===== src/rtl/obstacle_field.sv =====
// obstacle_field: N_OBJ scrolling rectangles with LFSR-randomised respawn and
// a registered per-pixel coverage test feeding the colour mux.
module obstacle_field #(
    parameter int          N_OBJ     = 3,
    parameter int          COORD_W   = 12,
    parameter int          SCREEN_W  = 640,
    parameter int          GROUND_Y  = 400,
    parameter int          OBJ_W     = 16,
    parameter int          OBJ_H     = 32,
    parameter int          SPACING   = 240,
    parameter int          MIN_GAP   = 160,
    parameter int          SPEED_W   = 4,
    parameter logic [7:0]  COLOR     = 8'b000_111_00,
    parameter logic [15:0] LFSR_SEED = 16'hACE1
) (
    input  logic               i_clk,
    input  logic               i_rst,
    input  logic               i_pix_stb,
    input  logic               i_animate,
    input  logic               i_enable,
    input  logic [SPEED_W-1:0] i_speed,
    input  logic [9:0]         i_x,
    input  logic [8:0]         i_y,
    output logic               o_pix_on,
    output logic [7:0]         o_color,
    output logic [15:0]        o_spawn_cnt
);

    // One spare bit so every sum can be checked for overflow before use.
    localparam int          SW        = COORD_W + 1;
    localparam logic [15:0] LFSR_TAPS = 16'hB400;

    generate
        if (N_OBJ < 1 || N_OBJ > 8) begin : g_bad_nobj
            $error("obstacle_field: N_OBJ must be 1..8");
        end
        if (SCREEN_W + N_OBJ * SPACING + 127 >= (1 << COORD_W)) begin : g_bad_coord
            $error("obstacle_field: reset/spawn positions overflow COORD_W");
        end
    endgenerate

    logic [COORD_W-1:0] x_q [N_OBJ];
    logic [COORD_W-1:0] x_d [N_OBJ];
    logic [N_OBJ-1:0]   tall_q, tall_d;
    logic [N_OBJ-1:0]   active_q, active_d;
    logic [15:0]        lfsr_q, lfsr_d;
    logic [15:0]        spawn_cnt_q, spawn_cnt_d;
    logic               pix_on_q, pix_on_d;
    logic [7:0]         color_q, color_d;

    logic [COORD_W-1:0] speed_c;
    logic [N_OBJ-1:0]   spawn_sel;
    logic               spawn_any;
    logic [COORD_W-1:0] rightmost;
    logic [SW-1:0]      gap_sum, spawn_base, spawn_sum;
    logic [COORD_W-1:0] spawn_x;
    logic               hit_any;
    logic [SW-1:0]      xe, ix, iy, y_top;

    assign speed_c = COORD_W'(i_speed);

    // Frame update: move/retire active objects, then respawn the lowest inactive one.
    always_comb begin
        x_d         = x_q;
        tall_d      = tall_q;
        active_d    = active_q;
        lfsr_d      = lfsr_q;
        spawn_cnt_d = spawn_cnt_q;
        spawn_sel   = '0;
        spawn_any   = 1'b0;
        rightmost   = '0;
        gap_sum     = '0;
        spawn_base  = '0;
        spawn_sum   = '0;
        spawn_x     = '0;
        if (i_animate && i_enable) begin
            // Speed zero means a paused frame: nothing moves and nothing retires.
            for (int k = 0; k < N_OBJ; k++) begin
                if (active_q[k] && speed_c != '0) begin
                    if (x_q[k] > speed_c) x_d[k] = x_q[k] - speed_c;
                    else                  active_d[k] = 1'b0;
                end
            end
            // One-hot pick of the lowest-index inactive object (retirees included).
            for (int k = 0; k < N_OBJ; k++) begin
                if (!active_d[k] && !spawn_any) begin
                    spawn_sel[k] = 1'b1;
                    spawn_any    = 1'b1;
                end
            end
            // The candidate is inactive, so it never contributes to rightmost.
            for (int k = 0; k < N_OBJ; k++) begin
                if (active_d[k] && x_d[k] > rightmost) rightmost = x_d[k];
            end
            gap_sum    = {1'b0, rightmost} + SW'(MIN_GAP);
            spawn_base = (gap_sum > SW'(SCREEN_W)) ? gap_sum : SW'(SCREEN_W);
            spawn_sum  = spawn_base + SW'(lfsr_q[6:0]);
            spawn_x    = spawn_sum[COORD_W] ? {COORD_W{1'b1}} : spawn_sum[COORD_W-1:0];
            if (spawn_any) begin
                for (int k = 0; k < N_OBJ; k++) begin
                    if (spawn_sel[k]) begin
                        x_d[k]      = spawn_x;
                        tall_d[k]   = lfsr_q[7];
                        active_d[k] = 1'b1;
                    end
                end
                lfsr_d      = (lfsr_q >> 1) ^ (lfsr_q[0] ? LFSR_TAPS : 16'h0000);
                spawn_cnt_d = spawn_cnt_q + 16'd1;
            end
        end
    end

    // Pixel coverage test against the current (pre-move) positions.
    always_comb begin
        hit_any = 1'b0;
        xe      = '0;
        y_top   = '0;
        ix      = SW'(i_x);
        iy      = SW'(i_y);
        for (int k = 0; k < N_OBJ; k++) begin
            xe    = {1'b0, x_q[k]};
            y_top = tall_q[k] ? SW'(GROUND_Y - OBJ_H) : SW'(GROUND_Y - OBJ_H / 2);
            if (active_q[k] && ix >= xe && ix < xe + SW'(OBJ_W) &&
                iy >= y_top && iy < SW'(GROUND_Y)) begin
                hit_any = 1'b1;
            end
        end
        pix_on_d = i_pix_stb ? hit_any : pix_on_q;
        color_d  = pix_on_d ? COLOR : 8'h00;
    end

    // State registers; reset wins over any simultaneous strobe.
    always_ff @(posedge i_clk) begin
        if (i_rst) begin
            for (int k = 0; k < N_OBJ; k++) begin
                x_q[k] <= COORD_W'(SCREEN_W + k * SPACING);
            end
            tall_q      <= '1;
            active_q    <= '1;
            lfsr_q      <= LFSR_SEED;
            spawn_cnt_q <= '0;
            pix_on_q    <= 1'b0;
            color_q     <= 8'h00;
        end else begin
            x_q         <= x_d;
            tall_q      <= tall_d;
            active_q    <= active_d;
            lfsr_q      <= lfsr_d;
            spawn_cnt_q <= spawn_cnt_d;
            pix_on_q    <= pix_on_d;
            color_q     <= color_d;
        end
    end

    assign o_pix_on    = pix_on_q;
    assign o_color     = color_q;
    assign o_spawn_cnt = spawn_cnt_q;

endmodule


===== config.mk =====
export PLATFORM = sky130hd
export DESIGN_NAME = obstacle_field
export DESIGN_NICKNAME = d
export VERILOG_FILES = /design/src/rtl/obstacle_field.sv
export SDC_FILE = /design/constraint.sdc
export NUM_CORES = 1
export LEC_CHECK = 0
export BUFFER_PORTS_ARGS = -buffer_cell sky130_fd_sc_hd__buf_2
export CAP_MARGIN = 40
export CORE_AREA = 4 4 109 137
export CTS_CLUSTER_DIAMETER = 200
export DETAILED_ROUTE_END_ITERATION = 10
export DIE_AREA = 0 0 113 141
export GPL_TIMING_DRIVEN = 1
export HOLD_SLACK_MARGIN = 0.15
export PLACE_DENSITY = 0.78
export SLEW_MARGIN = 0
export SYNTH_ARGS = -nofsm -noshare
export SYNTH_HDL_FRONTEND = slang
export SYNTH_SLANG_ARGS = --single-unit
export TNS_END_PERCENT = 50

===== constraint.sdc =====
create_clock -name i_clk -period 17.3 [get_ports i_clk]
set_input_delay 2.595 -clock i_clk [delete_from_list [all_inputs] [get_ports i_clk]]
set_output_delay 2.595 -clock i_clk [all_outputs]
set_load 0.03 [all_outputs]

==> metrics.yaml <==
antenna_found_initial: 0
drc: 0
fin_skew_ns: 0.00934
wl_met1_mm: 9.42
core-area_sq_mm: 0.0136
dieHeight_um: 141
place_area_sq_mm: 0.00836
relSlewSlack: 0.396
fin_area_sq_mm: 0.00873
p_total_uw: 793
synth_area_leaders: "dfxtp_1 19%, ha_1 17%, a21oi_1 5.1%"
worst_slack_ns: 3.37
wl_per_cell_um: 18.9
grt_pass1_vias: 7551
drt_first_pass_iters: 5
period_needed_ns: 13.93
wl_mm: 23.5
portBuffers: 47
finalSetupTns_ns: 0
avgSynthCellArea_sq_um: 7.76
ys_types: 82
peakVddDrop_v: 0.0000704
p_clk_frac: 0.295
netlist_top_cells_count: "111 x ha_1, 98 x nand2_1, 81 x a21oi_1, 81 x inv_1, 77 x nor2_1"
dr_total_vias: 7895
slowest_delay_ns: 0.76
outcome: "complete, no violations"
drive_gt1_frac: 0.105
hold_viol_final: 0
grt_start_max_net_pins: 65
crit_fanout: 17
clkLatencyLatePin_ns: 0.35
cts_root_buffer: "clkbuf_16"
cp.arrival_ns: 14.20
start_util: 0.588
overflow: 0
syn_area_sq_mm: 0.00801
dp_slack_ns: 3.27
hpwl_mm: 18.6
tightest_slew_ns: 0.900
crit_top_cell: "ha_1"
critPathSlowestCell: "o31ai_4"
hp-class: "reg -> reg"
final_nets: 1203
critical_path_required_ns: 17.56
slew_violations: 0
drt_first_iter_violations: 618
floorplan.die_area_sq_mm: 0.0159
avgViaCountPerCell: 6.37
clk_pin_slew_ns: 0.06
top_layer_used: "met4"
numCtsBuffers: 9
netSwitchingFraction: 0.401
yosysMostFrequentCell: "ha_1"
rows: 48
setup-violations-final: 0
yosysSeqAreaShare: 0.187
postRouteAntennaNets: 0
ys.flop_type: "dfxtp_1"
p_per_area_mw_per_mm2: 90.8
synth_seq_cells: 75
tritoncts: "yes"
ys_warn_count: 0
min_period_over_period: 0.805
gp_congestion: 1.01
startpoint_type: "input pin"
clk_path_buf_depth: 2
h-tree-depth: 3
grtUsageTotal: 0.296
syn_to_final_growth_pct: 8.98
async_reset_ff_frac: 0
dr_wl_met2_mm: 11.0
end_kind: "register"
grt_setup_unrepaired: "false"
p_seq_frac: 0.240
pwr-share-comb: 0.465
grt_pass1_wl_mm: 38.2
p_int_uw: 475
die_x_um: 113
io_pins: 53
cts.sinks: 75
synth.top_cell.area_share: 0.187
antenna_cells: 0
fmax_mhz: 71.8
power_switching_uw: 318
postCtsSetupBuffers: 0
ctsHoldBuffers: 0
synth_edf_count: 0
yosys.area.top_type: "dfxtp_1"
crit_type: "in -> reg"
cts-resized-gates: 0
syn_inst: 1032
max_cap_violations: 0
wl_met3_mm: 1.80
p_leak_uw: 0.00382
cell type report:
cell class                      count  area [sq um]
Clock inverter                      6           138
Multi-Input combinational cell    834          6000
Timing Repair Buffer               59           337
Tap cell                          175           219
Fill cell                        1217          4900
Sequential cell                    75          1500
Inverter                           81           304
Clock buffer                       10           229
layout by cell type, fill, tap and decap left out, drive strengths merged, types with 36 or more instances in the layout:
cell	synthesis	final
a21oi	81	81
xnor2	40	40
inv	81	81
dfxtp	75	75
nand3	36	36
buf	15	59
o21ai	59	59
nor2	77	77
ha	111	111
nand2	99	99
cells by family (layout without fill, tap and decap cells):
| logic type | after synthesis | count (layout) | share of synthesized area |
|---|---|---|---|
| xor+xnor | 58 | 58 | 0.0634 |
| fa+ha+maj | 115 | 115 | 0.183 |
| flops | 75 | 75 | 0.187 |
| other cells | 1 | 5 | 0.000468 |
| mux | 12 | 12 | 0.0169 |
| buf+inv | 127 | 156 | 0.0658 |
| compound gates | 296 | 296 | 0.257 |
| simple gates | 348 | 348 | 0.225 |
state kept, by name, indices dropped and copies added, names as in the netlist:
register / flops
o_spawn_cnt: 16
lfsr_q: 16
x_q: 36
tall_q: 3
active_q: 3
o_color: 1
power groups by stage:
| stage | clock (uW) | combinational, uW | sequential [uW] |
|---|---|---|---|
| 2_1_floorplan | 0 | 272 | 187 |
| 3_3_place_gp | 0 | 352 | 194 |
| 3_5_place_dp | 0 | 355 | 194 |
| 4_1_cts | 236 | 360 | 190 |
| 5_1_grt | 242 | 407 | 191 |
| 6_report | 234 | 369 | 191 |
through the flow:
step	util	hold slack [ns]	instances
2_1_floorplan	-	0.432	1036
3_3_place_gp	0.611	0.438	1221
3_5_place_dp	0.613	0.445	1224
4_1_cts	0.640	0.453	1240
5_1_grt	0.640	0.477	1240
6_report	0.640	0.451	1240
worst max-delay path, delay by kind of cell:
| family | cells | cell delay [ns] |
|---|---|---|
| buffers and inverters | 3 | 0.34 |
| XOR/XNOR | 1 | 0.14 |
| AO/OA/AOI/OAI | 21 | 6.79 |
| adder cells (fa/ha/maj) | 5 | 1.57 |
| multiplexers | 1 | 0.39 |
| AND/OR/NAND/NOR | 11 | 2.33 |
per-layer routing:
layer / GRT usage / up-vias
met5: 0 / -
met4: 0.162 / 0
met3: 0.0468 / 94
met2: 0.485 / 380
met1: 0.369 / 3618
li1: - / 3803
path summary, 6_finish.rpt:
| kind | start | endpoint | slack, ns | cells after the start |
|---|---|---|---|---|
| max | i_speed[1] | x_q[27] | 3.37 | 42 |
| min reg2reg | lfsr_q[9] | lfsr_q[8] | 0.45 | 2 |
| min | lfsr_q[9] | lfsr_q[8] | 0.45 | 2 |
| max reg2reg | x_q[24] | x_q[27] | 5.46 | 43 |
No activity file was read; power rests on OpenSTA's default activity.
